`config.mk`:
```
export PLATFORM = sky130hd
export DESIGN_NAME = pwm_multi
export DESIGN_NICKNAME = d
export VERILOG_FILES = /design/src/rtl/pwm_pkg.sv /design/src/rtl/pwm_chan.sv /design/src/rtl/pwm_multi.sv
export SDC_FILE = /design/constraint.sdc
export NUM_CORES = 2
export LEC_CHECK = 0
export BUFFER_PORTS_ARGS = -buffer_cell sky130_fd_sc_hd__buf_2
export CORE_MARGIN = 3
export CORE_UTILIZATION = 35
export DETAILED_ROUTE_END_ITERATION = 7
export MAX_ROUTING_LAYER = met4
export PLACE_DENSITY = 0.56
export SYNTH_ARGS = -nofsm -noshare
export SYNTH_HDL_FRONTEND = slang
export SYNTH_SLANG_ARGS = --single-unit
```
`constraint.sdc`:
```
create_clock -name clk -period 9.49 [get_ports clk]
set_clock_uncertainty 0.15 [all_clocks]
set_input_delay 1.898 -clock clk [delete_from_list [all_inputs] [get_ports clk]]
set_output_delay 1.898 -clock clk [all_outputs]
set_load 0.01 [all_outputs]
```
`src/rtl/pwm_pkg.sv`:
```
// Register map and shared constants for the multi-channel PWM peripheral.
package pwm_pkg;

   localparam int MAX_CH = 16;

   localparam logic [7:0] CTRL      = 8'h00;
   localparam logic [7:0] POL       = 8'h01;
   localparam logic [7:0] IEN       = 8'h02;
   localparam logic [7:0] STS       = 8'h03;
   localparam logic [7:0] PER_BASE  = 8'h20;
   localparam logic [7:0] DUTY_BASE = 8'h40;
   localparam logic [7:0] CNT_BASE  = 8'h60;

   // True when sel addresses the per-channel register at base + n.
   function automatic logic chan_hit(input logic [7:0] sel, input logic [7:0] base,
                                     input int n);
      return sel == (base + 8'(n));
   endfunction

endpackage

```
`src/rtl/pwm_chan.sv`:
```
// One PWM channel with shadowed period/duty, loaded into the active copy at wrap.
// Latency: counter to pin one cycle; backpressure: none, writes always accepted.
module pwm_chan #(
   parameter int CNT_W = 32
) (
   input  logic             clk,
   input  logic             rst,
   input  logic             en,
   input  logic             pol,
   input  logic [CNT_W-1:0] wr_dat,
   input  logic             per_wr,
   input  logic             duty_wr,
   output logic             pw,
   output logic             wrap,
   output logic [CNT_W-1:0] cnt,
   output logic [CNT_W-1:0] per_sh,
   output logic [CNT_W-1:0] duty_sh
);

   localparam logic [CNT_W-1:0] ONE = {{(CNT_W-1){1'b0}}, 1'b1};

   logic [CNT_W-1:0] per_act;
   logic [CNT_W-1:0] duty_act;
   logic             run;

   assign run  = en && (per_act != '0);
   // >= rather than == so a period shrunk below cnt still wraps.
   assign wrap = run && (cnt >= per_act - ONE);

   always_ff @(posedge clk) begin
      if (!rst) begin
         per_sh   <= '0;
         duty_sh  <= '0;
         per_act  <= '0;
         duty_act <= '0;
         cnt      <= '0;
         pw       <= 1'b0;
      end else begin
         if (per_wr)  per_sh  <= wr_dat;
         if (duty_wr) duty_sh <= wr_dat;

         if (!run || wrap) begin
            per_act  <= per_sh;
            duty_act <= duty_sh;
         end

         if (!run) begin
            cnt <= '0;
            pw  <= pol;
         end else begin
            cnt <= wrap ? '0 : cnt + ONE;
            pw  <= pol ^ (cnt < duty_act);
         end
      end
   end

endmodule

```
`src/rtl/pwm_multi.sv`:
```
// Memory-mapped N-channel PWM: register decode, status/irq and readback around pwm_chan.
// Latency: writes take effect next edge, irq one cycle after STS; backpressure: none.
module pwm_multi
   import pwm_pkg::*;
#(
   parameter int NUM_CH = 4,
   parameter int CNT_W  = 32
) (
   input  logic              clk,
   input  logic              rst,
   input  logic              we_i,
   input  logic [31:0]       addr_i,
   input  logic [31:0]       data_i,
   output logic [31:0]       data_o,
   output logic [NUM_CH-1:0] pw_o,
   output logic              irq_o
);

   logic [7:0]        sel;
   logic [CNT_W-1:0]  wr_dat;
   logic [NUM_CH-1:0] ctrl_r;
   logic [NUM_CH-1:0] pol_r;
   logic [NUM_CH-1:0] ien_r;
   logic [NUM_CH-1:0] sts_r;
   logic [NUM_CH-1:0] sts_clr;
   logic [NUM_CH-1:0] wrap;
   logic [CNT_W-1:0]  cnt     [NUM_CH];
   logic [CNT_W-1:0]  per_sh  [NUM_CH];
   logic [CNT_W-1:0]  duty_sh [NUM_CH];
   logic              unused_bits;

   assign sel         = addr_i[23:16];
   assign wr_dat      = data_i[CNT_W-1:0];
   assign unused_bits = ^{addr_i[31:24], addr_i[15:0], data_i};

   for (genvar g = 0; g < NUM_CH; g++) begin : g_ch
      pwm_chan #(.CNT_W(CNT_W)) u_chan (
         .clk     (clk),
         .rst     (rst),
         .en      (ctrl_r[g]),
         .pol     (pol_r[g]),
         .wr_dat  (wr_dat),
         .per_wr  (we_i && chan_hit(sel, PER_BASE, g)),
         .duty_wr (we_i && chan_hit(sel, DUTY_BASE, g)),
         .pw      (pw_o[g]),
         .wrap    (wrap[g]),
         .cnt     (cnt[g]),
         .per_sh  (per_sh[g]),
         .duty_sh (duty_sh[g])
      );
   end

   assign sts_clr = (we_i && sel == STS) ? data_i[NUM_CH-1:0] : '0;

   always_ff @(posedge clk) begin
      if (!rst) begin
         ctrl_r <= '0;
         pol_r  <= '0;
         ien_r  <= '0;
         sts_r  <= '0;
         irq_o  <= 1'b0;
      end else begin
         if (we_i && sel == CTRL) ctrl_r <= data_i[NUM_CH-1:0];
         if (we_i && sel == POL)  pol_r  <= data_i[NUM_CH-1:0];
         if (we_i && sel == IEN)  ien_r  <= data_i[NUM_CH-1:0];
         // A wrap in the same cycle as a clear keeps the flag set.
         sts_r <= (sts_r & ~sts_clr) | wrap;
         irq_o <= |(sts_r & ien_r);
      end
   end

   always_comb begin
      data_o = '0;
      if (rst) begin
         case (sel)
            CTRL:    data_o = 32'(ctrl_r);
            POL:     data_o = 32'(pol_r);
            IEN:     data_o = 32'(ien_r);
            STS:     data_o = 32'(sts_r);
            default: data_o = '0;
         endcase
         for (int i = 0; i < NUM_CH; i++) begin
            if (chan_hit(sel, PER_BASE, i))  data_o = 32'(per_sh[i]);
            if (chan_hit(sel, DUTY_BASE, i)) data_o = 32'(duty_sh[i]);
            if (chan_hit(sel, CNT_BASE, i))  data_o = 32'(cnt[i]);
         end
      end
   end

endmodule

```
# Yosys cells after proc, flatten, opt, wreduce, memory -nomap -nowiden
# Index checks and enable logic that the tools add are counted.
[totals]
register_bits = 661
elab_cells = 130
[classes]
addsub = 8
order_cmp = 8
n_eq_ne = 15
muxes = 19
bitwise_logic = 13
reduce_logical = 38
[op_table]
columns = ["operator", "n"]
rows = [
  ["$mux W32", 13],
  ["$add A32 B1 Y32 const B", 4],
  ["$ge A32 B32 Y1", 4],
  ["$lt A32 B32 Y1", 4],
  ["$reduce_bool A32 Y1", 4],
  ["$sub A32 B1 Y32 const B", 4],
  ["$eq A8 B7 Y1 const B", 8],
  ["$eq A8 B6 Y1 const B", 4],
  ["$logic_and A1 B1 Y1", 20],
  ["$eq A8 B2 Y1 const B", 2],
  ["$pmux W4 S4", 1],
  ["$reduce_or A3 Y1", 4],
  ["$and A4 B4 Y4", 2],
  ["$eq A8 B1 Y1 const B", 1],
  ["$logic_not A8 Y1", 1],
  ["$not A1 Y1", 5],
  ["$logic_not A1 Y1", 4],
  ["$logic_or A1 B1 Y1", 4],
  ["$mux W1", 4],
  ["$mux W4", 1],
  ["$not A4 Y4", 1],
  ["$or A4 B4 Y4", 1],
  ["$reduce_or A4 Y1", 1],
  ["$xor A1 B1 Y1", 4],
]

# Logic depth before layout (Yosys ltp)
[logic_depth]
depth_word = 15
ltp_mapped = 19
depth_no_buf = 16

# Hierarchy
# A second synthesis with hierarchy kept.
[unflattened]
hier_cells = 4416
area_unflattened_um2 = 37932.6
[modules_own_cells]
columns = ["mod", "instances", "cells_per_inst", "area_per_inst_um2", "seq_area_each_um2"]
rows = [
  ["pwm_chan (g_ch[0].u_chan ...)", 3, 905, 8262.9, 3223.1],
  ["pwm_chan (g_ch[1].u_chan)", 1, 916, 8082.8, 3223.1],
  ["pwm_multi", 1, 785, 5061.1, 340.3],
]

# Worst setup path before layout
# No wires, ideal clock.
[synth_path]
path_type = "in2out"
startpoint = "input port addr_i[16]"
endpoint = "output port data_o[15]"
t_arrival_ns = 3.976
slack_ns = 3.466
stages = 9
n_path_buf = 2
path_cell_list = "clkbuf_1 -> nor4b_1 -> clkbuf_1 -> a22oi_1 -> o22ai_1 -> a21oi_1 -> a21oi_1 -> o22ai_1 -> a21oi_1"
[synth_between]
elab_chain_cells = 14
elab_cells_between_ends = 25
[synth_lines]
columns = ["element", "line", "rtl"]
rows = [
  ["start: declaration", "pwm_multi.sv:12", "input logic [31:0] addr_i,"],
  ["$eq A8 B6 Y1", "pwm_pkg.sv:17", "return sel == (base + 8'(n));"],
  ["$mux W32", "pwm_multi.sv:83", "if (chan_hit(sel, PER_BASE, i)) data_o = 32'(per_sh[i]);"],
  ["$mux W32", "pwm_multi.sv:84", "if (chan_hit(sel, DUTY_BASE, i)) data_o = 32'(duty_sh[i]);"],
  ["$mux W32", "pwm_multi.sv:85", "if (chan_hit(sel, CNT_BASE, i)) data_o = 32'(cnt[i]);"],
  ["$mux W32", "pwm_multi.sv:83", ""],
  ["$mux W32", "pwm_multi.sv:84", ""],
  ["$mux W32", "pwm_multi.sv:85", ""],
  ["$mux W32", "pwm_multi.sv:83", ""],
  ["$mux W32", "pwm_multi.sv:84", ""],
  ["$mux W32", "pwm_multi.sv:85", ""],
  ["$mux W32", "pwm_multi.sv:83", ""],
  ["$mux W32", "pwm_multi.sv:84", ""],
  ["$mux W32 *", "pwm_multi.sv:85", ""],
  ["$mux W32 *", "pwm_multi.sv:74", "if (rst) begin"],
  ["end: declaration", "pwm_multi.sv:14", "output logic [31:0] data_o,"],
]
# Mark *: on every way between the ends. The rest lies on a longest branch, timed or not.

# Worst setup path in the final report
[layout_path]
startpoint = "input port addr_i[22]"
endpoint = "output port data_o[5]"
# Same word-level chain as after synthesis.

==> impl_metrics.toml <==
[floorplanning]
pin_count = 104
core_region_area_mm2 = 0.1023
die-area_mm2 = 0.1075
die_h_um = 327.9
num_rows = 117
start_util_pct = 35.44
dieWidth_um = 327.9

[synthesis]
synth.distinct_cells = 81
synth.mux.area_fraction_pct = 7.574
synth_simple_gate_area_share_pct = 22.04
synth_edf_count = 0
syn_avg_cell_area_um2 = 7.975
synthAdderAreaFrac_pct = 8.971
synthXorXnorAreaFrac_pct = 5.724
synthArstFlopShare_pct = 0
yosysSeqAreaShare_pct = 36.49
synthCells = 4547
syn_nets = 4874
synth_seq_cells = 661
syn-cell-area_mm2 = 0.03626
yosys_warnings = 0
synth_top_family_by_area = "simple AND/OR/NAND/NOR gates"
ys.flop_type = "dfxtp_1"
synth-compound-area-share_pct = 13.73

[place]
dp_hpwl_mm = 87.89
io_buffers = 79
postPlaceCellArea_mm2 = 0.03735
dp_cells = 5735
gp_congestion = 0.9341

[routing]
postRouteAntennaNets = 0
wl_per_cell_um = 21.06
drc = 0
num_vias = 31900
routed_wl_mm = 123.8
drt_iter0_drc = 3215
firstDrtPassIters = 7
routed_via_density = 5.427

[clock_tree]
cts_setup_buffers = 0
cts_hold_buf = 0
cts_buffer_depth = 3
cts_sinks = 661
cts_made_buffers = 75
cts_root_buf = "clkbuf_16"
cts_resized = 0
htreeDepth = 3
insertion_delay_ns = 0.64
path_clk_slew_ns = 0.06
cts_tree = "built"

[critical_path]
crit_chain = "buf_2, nor2b_2, and2_2, nand2_1, o22ai_1, a31oi_1, buf_2"
worstPathRequired_ns = 7.44
worstPathMaxFanout = 34
crit_slowest_cell = "nand2_1"
path_class = "input port to primary output"
crit_top_cell = "buf_2"
arrival_ns = 5.93
critical-path-max-stage-delay_ns = 0.91
crit_path_end_kind = "primary output"
start_kind = "input port"

[hold_path]
min_path_type = "flop to flop"

[global_routing]
grtUsageTotal_pct = 22.97
first_global_vias = 29380
grt_pass1_wl_mm = 185.4
overflow = 0
grt_max_degree = 195
antenna_found_initial = 14

[sta]
finalSetupViolCount = 0
slew_viol_final = 0
tns_ns = 0
min_period_over_period_pct = 84.03
fin_crit_ns = 7.974
tightest_slew_ns = 1.176
slew_headroom_pct = 21.62
rsz0062_at_grt = "false"
fmax_mhz = 125.4
hold_viol_final = 0

[layout]
num-fill-cells = 10500
multi_input_area_mm2 = 0.02112
seqCellArea_mm2 = 0.01323
areaGrowthSynthToFinish_pct = 9.820
final_core_utilization_pct = 38.92
final_nets = 4771
fin_cells = 5878
drive_gt1_share_pct = 6.511
stdcell_area_mm2 = 0.03982

[outcome]
outcome = "finished clean"

[job]
maxCapViolations = 0

[power]
leakage_uw = 0.01459
irDropWorstVdd_mv = 0.1492
powerDensity_mw_per_mm2 = 148.1
-- state kept, by name, indices dropped and copies added (netlist names), 128 cells and up --
name,count
g_ch.u_chan.per_act,128
g_ch.u_chan.duty_sh,128
g_ch.u_chan.per_sh,128
g_ch.u_chan.duty_act,128
g_ch.u_chan.cnt,128
-- cell usage after synthesis, drive strengths merged (42+ instances only) --
cell	n	area [µm²]
a22oi	60	450.4
xor2	100	875.8
nand2	1203	4531
nand3	90	450.4
buf	42	425.4
o22ai	50	312.8
o21ai	119	595.6
nor3	57	290.3
dfxtp	661	13230
inv	150	563.0
xnor2	137	1200
mux2i	262	2623
clkbuf	257	996.0
a21oi	398	1992
nor2	206	773.2
ha	260	3253
nand4	52	325.3
and3	69	431.7
-- worst max-delay path: cells and delay by family --
kind / cells / cell delay (ns)
AOI/OAI and AO/OA: 2 / 1.06
and+or+nand+nor: 3 / 2.07
buffers and inverters: 2 / 0.87
-- cells in the final DEF, fill, tap and decap left out, types with 50 or more instances in the layout --
| cell | instances |
|---|---|
| nor3_1 | 55 |
| buf_2 | 78 |
| a22oi_1 | 60 |
| nand3_1 | 88 |
| and3_1 | 63 |
| o22ai_1 | 50 |
| clkbuf_16 | 77 |
| a21oi_1 | 398 |
| xnor2_1 | 137 |
| inv_1 | 149 |
| ha_1 | 260 |
| nand4_1 | 52 |
| o21ai_0 | 117 |
| mux2i_1 | 262 |
| nor2_1 | 201 |
| dfxtp_1 | 661 |
| nand2_1 | 1198 |
| xor2_1 | 100 |
-- cell type report --
cell class | instances | area share, %
multi-input combinational | 3437 | 53.04
sequential | 661 | 33.23
clock buffer | 113 | 5.731
tap | 1368 | 4.298
timing repair buffer | 119 | 1.803
inverter | 150 | 1.433
clock inverter | 20 | 0.4053
antenna | 10 | 0.06284
-- metrics by stage --
step | worst slack, ns | power, µW | hold slack (ns)
floorplan | 3.466 | 2949 | 0.2802
global placement | 1.705 | 3020 | 0.2936
detailed placement | 1.634 | 3021 | 0.2982
CTS | 1.627 | 5933 | 0.3078
global route | 1.327 | 6046 | 0.3254
finish | 1.516 | 5896 | 0.3063
-- final timing paths --
path	startpoint	endpoint	slack (ns)	cells after the start
worst max-delay path	addr_i[22]	data_o[5]	1.52	7
worst min-delay path	g_ch[3].u_chan.duty_act[21]$_SDFFE_PN0P_	g_ch[3].u_chan.duty_act[21]$_SDFFE_PN0P_	0.31	2
worst max register to register	g_ch[3].u_chan.per_act[2]$_SDFFE_PN0P_	g_ch[3].u_chan.duty_act[8]$_SDFFE_PN0P_	2.86	15
worst min register to register	g_ch[3].u_chan.duty_act[21]$_SDFFE_PN0P_	g_ch[3].u_chan.duty_act[21]$_SDFFE_PN0P_	0.31	2
-- per-layer routing --
metal / share of wire, % / track usage, % / routed length, µm
met5: 0 / - / 0
met4: 2.5 / 6.012 / 3055
met3: 7.8 / 4.357 / 9627
met2: 43 / 33.86 / 53530
met1: 47 / 32.09 / 57560
-- cells by family (layout without fill, tap and decap cells) --
group / count (synthesis) / count (layout)
fa+ha+maj: 260 / 260
xor+xnor: 237 / 237
flops: 661 / 661
other cells: 0 / 10
mux: 272 / 272
buf+inv: 449 / 402
compound gates: 825 / 825
simple gates: 1843 / 1843
-- power by group --
part           internal (µW)  switching [µW]
combinational           31.0             155
clock                   1690            1240
sequential              2780            2.08
Note: power is estimated with default switching activity, not from simulation.
